<file path="src/rtl/fetch_ifid_pkg.sv">
// ----------------------------------------------------------------------------
// fetch_ifid_pkg
//
// Shared definitions for the fetch stage and IF/ID pipeline register:
//   - default reset PC and bubble instruction (addi x0,x0,0)
//   - PC increment per sequential fetch
//   - bit positions of the rs1/rs2 source-register fields in an instruction
//   - the IF/ID register record and the PC update selector
//   - rs_field(): extracts source field 0 (rs1) or 1 (rs2) from an instruction
// ----------------------------------------------------------------------------
package fetch_ifid_pkg;

    localparam logic [63:0] RESET_PC_DEFAULT  = 64'h0;
    localparam logic [31:0] NOP_INSTR_DEFAULT = 32'h0000_0013;
    localparam logic [63:0] PC_STEP           = 64'd4;

    localparam int REG_IDX_W = 5;
    localparam int RS1_LSB   = 15;
    localparam int RS1_MSB   = 19;
    localparam int RS2_LSB   = 20;
    localparam int RS2_MSB   = 24;
    localparam int NUM_SRC   = 2;

    // Contents of the IF/ID pipeline register.
    typedef struct packed {
        logic [63:0] pc;
        logic [31:0] instr;
        logic        valid;
    } ifid_t;

    // How the PC and IF/ID are updated on the next clock edge.
    typedef enum logic [1:0] {
        PC_ADVANCE  = 2'd0,
        PC_HOLD     = 2'd1,
        PC_REDIRECT = 2'd2
    } pc_sel_e;

    // Source register index idx (0 = rs1, 1 = rs2) of an instruction word.
    function automatic logic [REG_IDX_W-1:0] rs_field(input logic [31:0] instr,
                                                       input int          idx);
        logic [REG_IDX_W-1:0] f;
        if (idx == 0) begin
            f = instr[RS1_MSB:RS1_LSB];
        end else begin
            f = instr[RS2_MSB:RS2_LSB];
        end
        return f;
    endfunction

endpackage

</file>
<file path="src/rtl/fetch_ifid_if.sv">
// ----------------------------------------------------------------------------
// fetch_ifid_if
//
// Bundle of every non-clock/reset signal of the fetch stage.
//   instr_in        : instruction memory read data for pc_out (same cycle)
//   branch_taken    : redirect request from the branch-resolving stage
//   branch_target   : redirect address, meaningful when branch_taken=1
//   idex_memRead    : ID/EX currently holds a load
//   idex_rd         : destination register held in ID/EX
//   pc_out          : current fetch PC to instruction memory
//   ifid_pc_out     : PC of the instruction held in IF/ID
//   ifid_instr_out  : instruction held in IF/ID
//   ifid_valid_out  : IF/ID holds a real (non-bubble) instruction
//   stall_out       : ID/EX must latch a bubble because of a load-use hazard
//   flush_out       : ID/EX must latch a bubble because of a redirect
//
// master : the fetch stage (fetch_ifid)
// slave  : its surroundings (memory, decode/execute stages)
// ----------------------------------------------------------------------------
interface fetch_ifid_if;

    logic [31:0] instr_in;
    logic        branch_taken;
    logic [63:0] branch_target;
    logic        idex_memRead;
    logic [4:0]  idex_rd;

    logic [63:0] pc_out;
    logic [63:0] ifid_pc_out;
    logic [31:0] ifid_instr_out;
    logic        ifid_valid_out;
    logic        stall_out;
    logic        flush_out;

    modport master (
        input  instr_in,
        input  branch_taken,
        input  branch_target,
        input  idex_memRead,
        input  idex_rd,
        output pc_out,
        output ifid_pc_out,
        output ifid_instr_out,
        output ifid_valid_out,
        output stall_out,
        output flush_out
    );

    modport slave (
        output instr_in,
        output branch_taken,
        output branch_target,
        output idex_memRead,
        output idex_rd,
        input  pc_out,
        input  ifid_pc_out,
        input  ifid_instr_out,
        input  ifid_valid_out,
        input  stall_out,
        input  flush_out
    );

endinterface

</file>
<file path="src/rtl/fetch_ifid_hazard_detect.sv">
// ----------------------------------------------------------------------------
// hazard_detect
//
// Purely combinational load-use detector. Raises stall when the instruction
// in IF/ID reads (rs1 or rs2) the register that the load in ID/EX writes.
//   ifid_instr   in  32 : instruction held in IF/ID
//   ifid_valid   in   1 : IF/ID entry is real; bubbles never stall
//   idex_memRead in   1 : ID/EX holds a load
//   idex_rd      in   5 : destination of the instruction in ID/EX
//   stall        out  1 : load-use hazard present this cycle
// ----------------------------------------------------------------------------
module hazard_detect
    import fetch_ifid_pkg::*;
(
    input  logic [31:0]          ifid_instr,
    input  logic                 ifid_valid,
    input  logic                 idex_memRead,
    input  logic [REG_IDX_W-1:0] idex_rd,
    output logic                 stall
);

    logic [NUM_SRC-1:0] src_match;

    // One comparator per source operand field.
    generate
        for (genvar gi = 0; gi < NUM_SRC; gi++) begin : g_src
            assign src_match[gi] = (rs_field(ifid_instr, gi) == idex_rd);
        end
    endgenerate

    // x0 is hard-wired to zero, so a load into it can never be a dependency.
    assign stall = ifid_valid && idex_memRead && (idex_rd != '0) && (|src_match);

endmodule

</file>
<file path="src/rtl/fetch_ifid.sv">
// ----------------------------------------------------------------------------
// fetch_ifid
//
// Instruction fetch stage plus IF/ID pipeline register.
//   clk    : single clock, all state changes on its rising edge
//   reset  : synchronous, active-high; overrides redirect and stall
//   bus    : fetch_ifid_if.master (fetch data in, PC/IF/ID/stall/flush out)
//
// Parameters:
//   RESET_PC  : PC loaded on reset
//   NOP_INSTR : bubble instruction written into IF/ID on a redirect/reset
//
// Build option: define HAZARD_DETECT_EN to enable load-use stalling. Without
// it stall_out is constant 0, idex_memRead/idex_rd are ignored and the PC
// advances on every cycle that is not a redirect.
//
// Priority each cycle: reset > branch redirect > load-use hold > advance.
// ----------------------------------------------------------------------------
module fetch_ifid
    import fetch_ifid_pkg::*;
#(
    parameter logic [63:0] RESET_PC  = RESET_PC_DEFAULT,
    parameter logic [31:0] NOP_INSTR = NOP_INSTR_DEFAULT
) (
    input  logic         clk,
    input  logic         reset,
    fetch_ifid_if.master bus
);

    logic [63:0] pc_reg;
    logic [63:0] pc_next;
    ifid_t       ifid_reg;
    ifid_t       ifid_next;
    logic        hazard;
    pc_sel_e     pc_sel;

`ifdef HAZARD_DETECT_EN
    hazard_detect u_hazard_detect (
        .ifid_instr   (ifid_reg.instr),
        .ifid_valid   (ifid_reg.valid),
        .idex_memRead (bus.idex_memRead),
        .idex_rd      (bus.idex_rd),
        .stall        (hazard)
    );
`else
    // Detection compiled out: the ID/EX load information is not needed.
    logic unused_idex;
    assign unused_idex = ^{bus.idex_memRead, bus.idex_rd};
    assign hazard      = 1'b0;
`endif

    // ---- state register ----------------------------------------------------
    always_ff @(posedge clk) begin
        if (reset) begin
            pc_reg         <= RESET_PC;
            ifid_reg.pc    <= 64'h0;
            ifid_reg.instr <= NOP_INSTR;
            ifid_reg.valid <= 1'b0;
        end else begin
            pc_reg   <= pc_next;
            ifid_reg <= ifid_next;
        end
    end

    // ---- update selection --------------------------------------------------
    // A redirect wins over a hazard: the dependent instruction in IF/ID is on
    // the wrong path anyway and is replaced by a bubble.
    always_comb begin
        pc_sel = PC_ADVANCE;
        if (bus.branch_taken) begin
            pc_sel = PC_REDIRECT;
        end else if (hazard) begin
            pc_sel = PC_HOLD;
        end
    end

    // ---- next-state values -------------------------------------------------
    always_comb begin
        pc_next   = pc_reg;
        ifid_next = ifid_reg;
        case (pc_sel)
            PC_ADVANCE: begin
                // 64-bit add wraps naturally modulo 2^64.
                pc_next         = pc_reg + PC_STEP;
                ifid_next.pc    = pc_reg;
                ifid_next.instr = bus.instr_in;
                ifid_next.valid = 1'b1;
            end
            PC_REDIRECT: begin
                // Target taken as-is; no alignment check.
                pc_next         = bus.branch_target;
                ifid_next.pc    = pc_reg;
                ifid_next.instr = NOP_INSTR;
                ifid_next.valid = 1'b0;
            end
            PC_HOLD: begin
                pc_next   = pc_reg;
                ifid_next = ifid_reg;
            end
            default: begin
                pc_next   = pc_reg;
                ifid_next = ifid_reg;
            end
        endcase
    end

    // ---- outputs -----------------------------------------------------------
    always_comb begin
        bus.pc_out         = pc_reg;
        bus.ifid_pc_out    = ifid_reg.pc;
        bus.ifid_instr_out = ifid_reg.instr;
        bus.ifid_valid_out = ifid_reg.valid;
        // Reset already forces a clean pipeline, so neither bubble request
        // is raised while it is asserted.
        bus.stall_out      = (pc_sel == PC_HOLD) && !reset;
        bus.flush_out      = bus.branch_taken && !reset;
    end

endmodule

</file>
<file path="src/flat_wrapper.sv">
// flat-port wrapper written by rule: the top's interface ports become plain ports
module fetch_ifid_flat import fetch_ifid_pkg::*;
#(
    parameter logic [63:0] RESET_PC  = RESET_PC_DEFAULT,
    parameter logic [31:0] NOP_INSTR = NOP_INSTR_DEFAULT
)
  (clk, reset, bus_instr_in, bus_branch_taken, bus_branch_target, bus_idex_memRead, bus_idex_rd, bus_pc_out, bus_ifid_pc_out, bus_ifid_instr_out, bus_ifid_valid_out, bus_stall_out, bus_flush_out);
  fetch_ifid_if bus_i ();
  input  logic clk;
  input  logic reset;
  input wire logic [$bits(bus_i.instr_in)-1:0] bus_instr_in;
  input wire logic [$bits(bus_i.branch_taken)-1:0] bus_branch_taken;
  input wire logic [$bits(bus_i.branch_target)-1:0] bus_branch_target;
  input wire logic [$bits(bus_i.idex_memRead)-1:0] bus_idex_memRead;
  input wire logic [$bits(bus_i.idex_rd)-1:0] bus_idex_rd;
  output wire logic [$bits(bus_i.pc_out)-1:0] bus_pc_out;
  output wire logic [$bits(bus_i.ifid_pc_out)-1:0] bus_ifid_pc_out;
  output wire logic [$bits(bus_i.ifid_instr_out)-1:0] bus_ifid_instr_out;
  output wire logic [$bits(bus_i.ifid_valid_out)-1:0] bus_ifid_valid_out;
  output wire logic [$bits(bus_i.stall_out)-1:0] bus_stall_out;
  output wire logic [$bits(bus_i.flush_out)-1:0] bus_flush_out;
  assign bus_i.instr_in = bus_instr_in;
  assign bus_i.branch_taken = bus_branch_taken;
  assign bus_i.branch_target = bus_branch_target;
  assign bus_i.idex_memRead = bus_idex_memRead;
  assign bus_i.idex_rd = bus_idex_rd;
  assign bus_pc_out = bus_i.pc_out;
  assign bus_ifid_pc_out = bus_i.ifid_pc_out;
  assign bus_ifid_instr_out = bus_i.ifid_instr_out;
  assign bus_ifid_valid_out = bus_i.ifid_valid_out;
  assign bus_stall_out = bus_i.stall_out;
  assign bus_flush_out = bus_i.flush_out;
  fetch_ifid #(.RESET_PC(RESET_PC), .NOP_INSTR(NOP_INSTR)) u_core (.clk(clk), .reset(reset), .bus(bus_i));
endmodule
</file>
<file path="config.mk">
export PLATFORM = sky130hd
export DESIGN_NAME = fetch_ifid_flat
export DESIGN_NICKNAME = d
export VERILOG_FILES = /design/src/rtl/fetch_ifid_pkg.sv /design/src/rtl/fetch_ifid_if.sv /design/src/rtl/fetch_ifid_hazard_detect.sv /design/src/rtl/fetch_ifid.sv /design/src/flat_wrapper.sv
export SDC_FILE = /design/constraint.sdc
export NUM_CORES = 1
export LEC_CHECK = 0
export ABC_AREA = 1
export CAP_MARGIN = 20
export CORE_ASPECT_RATIO = 0.8
export CORE_MARGIN = 4
export CORE_UTILIZATION = 40
export CTS_BUF_LIST = sky130_fd_sc_hd__clkbuf_8
export CTS_CLUSTER_SIZE = 16
export DETAILED_ROUTE_END_ITERATION = 7
export PLACE_DENSITY = 0.77
export SLEW_MARGIN = 20
export SYNTH_ARGS = -nofsm -noshare
export SYNTH_HDL_FRONTEND = slang
export SYNTH_HIERARCHICAL = 1
export SYNTH_SLANG_ARGS = --single-unit
</file>
<file path="constraint.sdc">
create_clock -name clk -period 3.1 [get_ports clk]
set_clock_uncertainty 0.15 [all_clocks]
set_input_delay 0.31 -clock clk [delete_from_list [all_inputs] [get_ports clk]]
set_output_delay 0.31 -clock clk [all_outputs]
set_load 0.005 [all_outputs]
</file>
==> summary.md <==
| Metric | Value |
|---|---|
| Top post-synthesis cells by area | `dfxtp_1 (46%), nand2_1 (15%), nor2_1 (11%)` |
| Cts hold-fix bufs | `0` |
| Ys flop type | `dfxtp_1` |
| DRT iter0 DRCs | `393` |
| Htree depth | `4` |
| Most frequent cell after synthesis | `nand2_1` |
| Final cell count without fillers | `1,464` |
| Seq/Total Area, Yosys | `0.4574` |
| Die Width | `156.4 um` |
| Hold path depth | `3` |
| Die ar. | `19,820 um^2` |
| Final Setup Violations | `0` |
| Global Route Usage Sum | `0.2312` |
| Yosys cell types | `26` |
| GR Util met1 | `0.3197` |
| Number of buffers created by CTS | `17` |
| Required @ worst endpoint | `2.64 ns` |
| Gr ovfl total | `0` |
| Pin count of the biggest net entering global routing | `65` |
| Crit path capture type | `output port` |
| Dominant cell type by area after synthesis | `dfxtp_1` |
| Fin crit period | `2.089 ns` |
| Synthesized cell area | `7047 um^2` |
| Nets | `1,332` |
| Post-route DRC | `0` |
| Longest Clk Path Bufs | `2` |
| First-pass GRT wire length | `35,600 um` |
| Grt peak-use layer | `met2` |
| Synth Register Bits | `161` |
| M2 GR Usage | `0.3411` |
| Worst slew pin tran | `0.7714 ns` |
| Diode count | `0` |
| Proportion of layout cells with a drive suffix above 1 | `0.05246` |
| Core Area | `17,320 um^2` |
| Worst vdd ir | `0.0002100 V` |
| Status | `finished clean` |
| Number of synthesized flops with an enable pin | `0` |
| Clock sinks | `161` |
| Dpl cell area | `9405 um^2` |
| DRT Pass-1 Iters | `5` |
| Pwr per Cell Area | `440.4 nW/um^2` |
| RSZ-0062 raised after global routing | `false` |
| Final Cell Area | `9796 um^2` |
| Starting density of the core | `0.4068` |
| Final hold vios | `0` |
| Max-Cap Viols | `0` |
| Period utilisation layout | `0.6740` |
| Lkg Pwr | `3.996 nW` |
| Max Freq | `0.4786 GHz` |
| Hold Slack | `0.2240 ns` |
| YS warnings | `6` |
| Worst-case reg-to-reg path depth | `8` |
| GRT met3 Usage | `0.08356` |
| Top cell type's share of synthesized area | `0.4574` |
| CP Launch Type | `primary input` |
| Clock-pin slew on the worst setup and hold paths | `0.09 ns` |
| Worst setup path class | `primary input to output port` |
| GPL Wtd Cong | `0.9344` |
| Via count | `6,944` |
| Post-Route WL | `23,380 um` |
| HP Class | `primary input to flop` |
| Post-CTS sizing | `0` |
| # rows | `43` |
| Crit-path max FO | `2` |
| CTS root buffer | `clkbuf_8` |
| Ys async rst share | `0` |
| Post-Syn Area per Cell | `6.835 um^2` |
| Antenna violations before repair | `0` |
| Worst-Skew Late Latency | `0.45 ns` |
| Final ANT Viol Nets | `0` |
| Post-CTS setup buffer count | `0` |
| Most frequent cells after synthesis | `nand2_1 (279), nor2_1 (211), dfxtp_1 (161)` |
| Slew Limit Fails | `0` |
| DP HPWL | `18,170 um` |
| Syn Inst Count | `1,031` |
| Vias per Instance | `4.743` |
| Slew HR | `0.4857` |
| Post-Route Setup TNS | `0 ns` |
| CP arrival | `1.63 ns` |
| Placed insts | `1,432` |
| # port buffers | `260` |
| Routed wire length per instance | `15.97 um` |
| CTS tree | `yes` |
| Syn Nets | `1,137` |
| Area growth from synthesis to layout | `39.01%` |
| Final core occ | `0.5654` |
| Vias in the first global route | `6,518` |
| Top Ports | `268` |
| Die height | `126.7 um` |
per-layer routing:
| layer | wire length (um) | vias up |
|---|---|---|
| li1 | - | 3446 |
| met1 | 10550 | 3158 |
| met2 | 9945 | 308 |
| met3 | 2389 | 32 |
| met4 | 491 | 0 |
| met5 | 0 | - |
worst max-delay path, cell delays in order:
cell and delay [ns]:
clkdlybuf4s50_1 0.50, inv_1 0.07, nor2_4 0.19, clkdlybuf4s50_1 0.55
power by group:
part           switching [mW]  total [mW]  internal [mW]
clock                   0.793        1.53          0.733
combinational           0.216       0.538          0.322
sequential             0.0830        2.25           2.17
registers in the layout, indices dropped and copies added (netlist names):
signal                     flops
u_core/bus.pc_out             64
u_core/bus.ifid_valid_out      1
u_core/bus.ifid_pc_out        64
u_core/bus.ifid_instr_out     32
layout by cell type (no fill, tap or decap), drive strengths merged, types with 5 or more instances in the layout:
master / n
buf: 6
clkinv: 5
nand2: 290
dfxtp: 161
clkdlybuf4s50: 259
clkbuf: 18
inv: 126
o21ai: 58
a21oi: 22
nor2: 223
nand3: 47
logic make-up after synthesis:
logic type | count (synthesis) | synth area share
compound gates | 84 | 0.06126
flops | 161 | 0.4574
buf+inv | 212 | 0.1479
fa+ha+maj | 1 | 0.001775
other cells | 1 | 0.0005322
simple gates | 572 | 0.3311
path summary, 6_finish.rpt:
kind	slack, ns	endpoint	startpoint
max	1.01	bus_flush_out	bus_branch_taken
min	0.22	u_core/bus.ifid_instr_out[3]	bus_instr_in[3]
max reg2reg	1.03	u_core/bus.pc_out[44]	u_core/bus.pc_out[2]
min reg2reg	0.31	u_core/bus.ifid_pc_out[1]	u_core/bus.pc_out[1]
cell type report:
cell class	count	area, um^2
sequential	161	3223
fill	1611	7528
clock inverter	14	142.6
inverter	123	461.7
tap	225	281.5
clock buffer	18	247.7
multi-input combinational	658	2791
timing repair buffer	265	2648
stage by stage:
step / setup WS [ns] / power (mW)
CTS: 0.9809 / 4.356
finish: 1.011 / 4.314
global placement: 0.9970 / 2.826
detailed placement: 0.9856 / 2.835
floorplan: 1.496 / 2.501
global route: 0.8980 / 4.517
(Power assumes the default switching activity.)
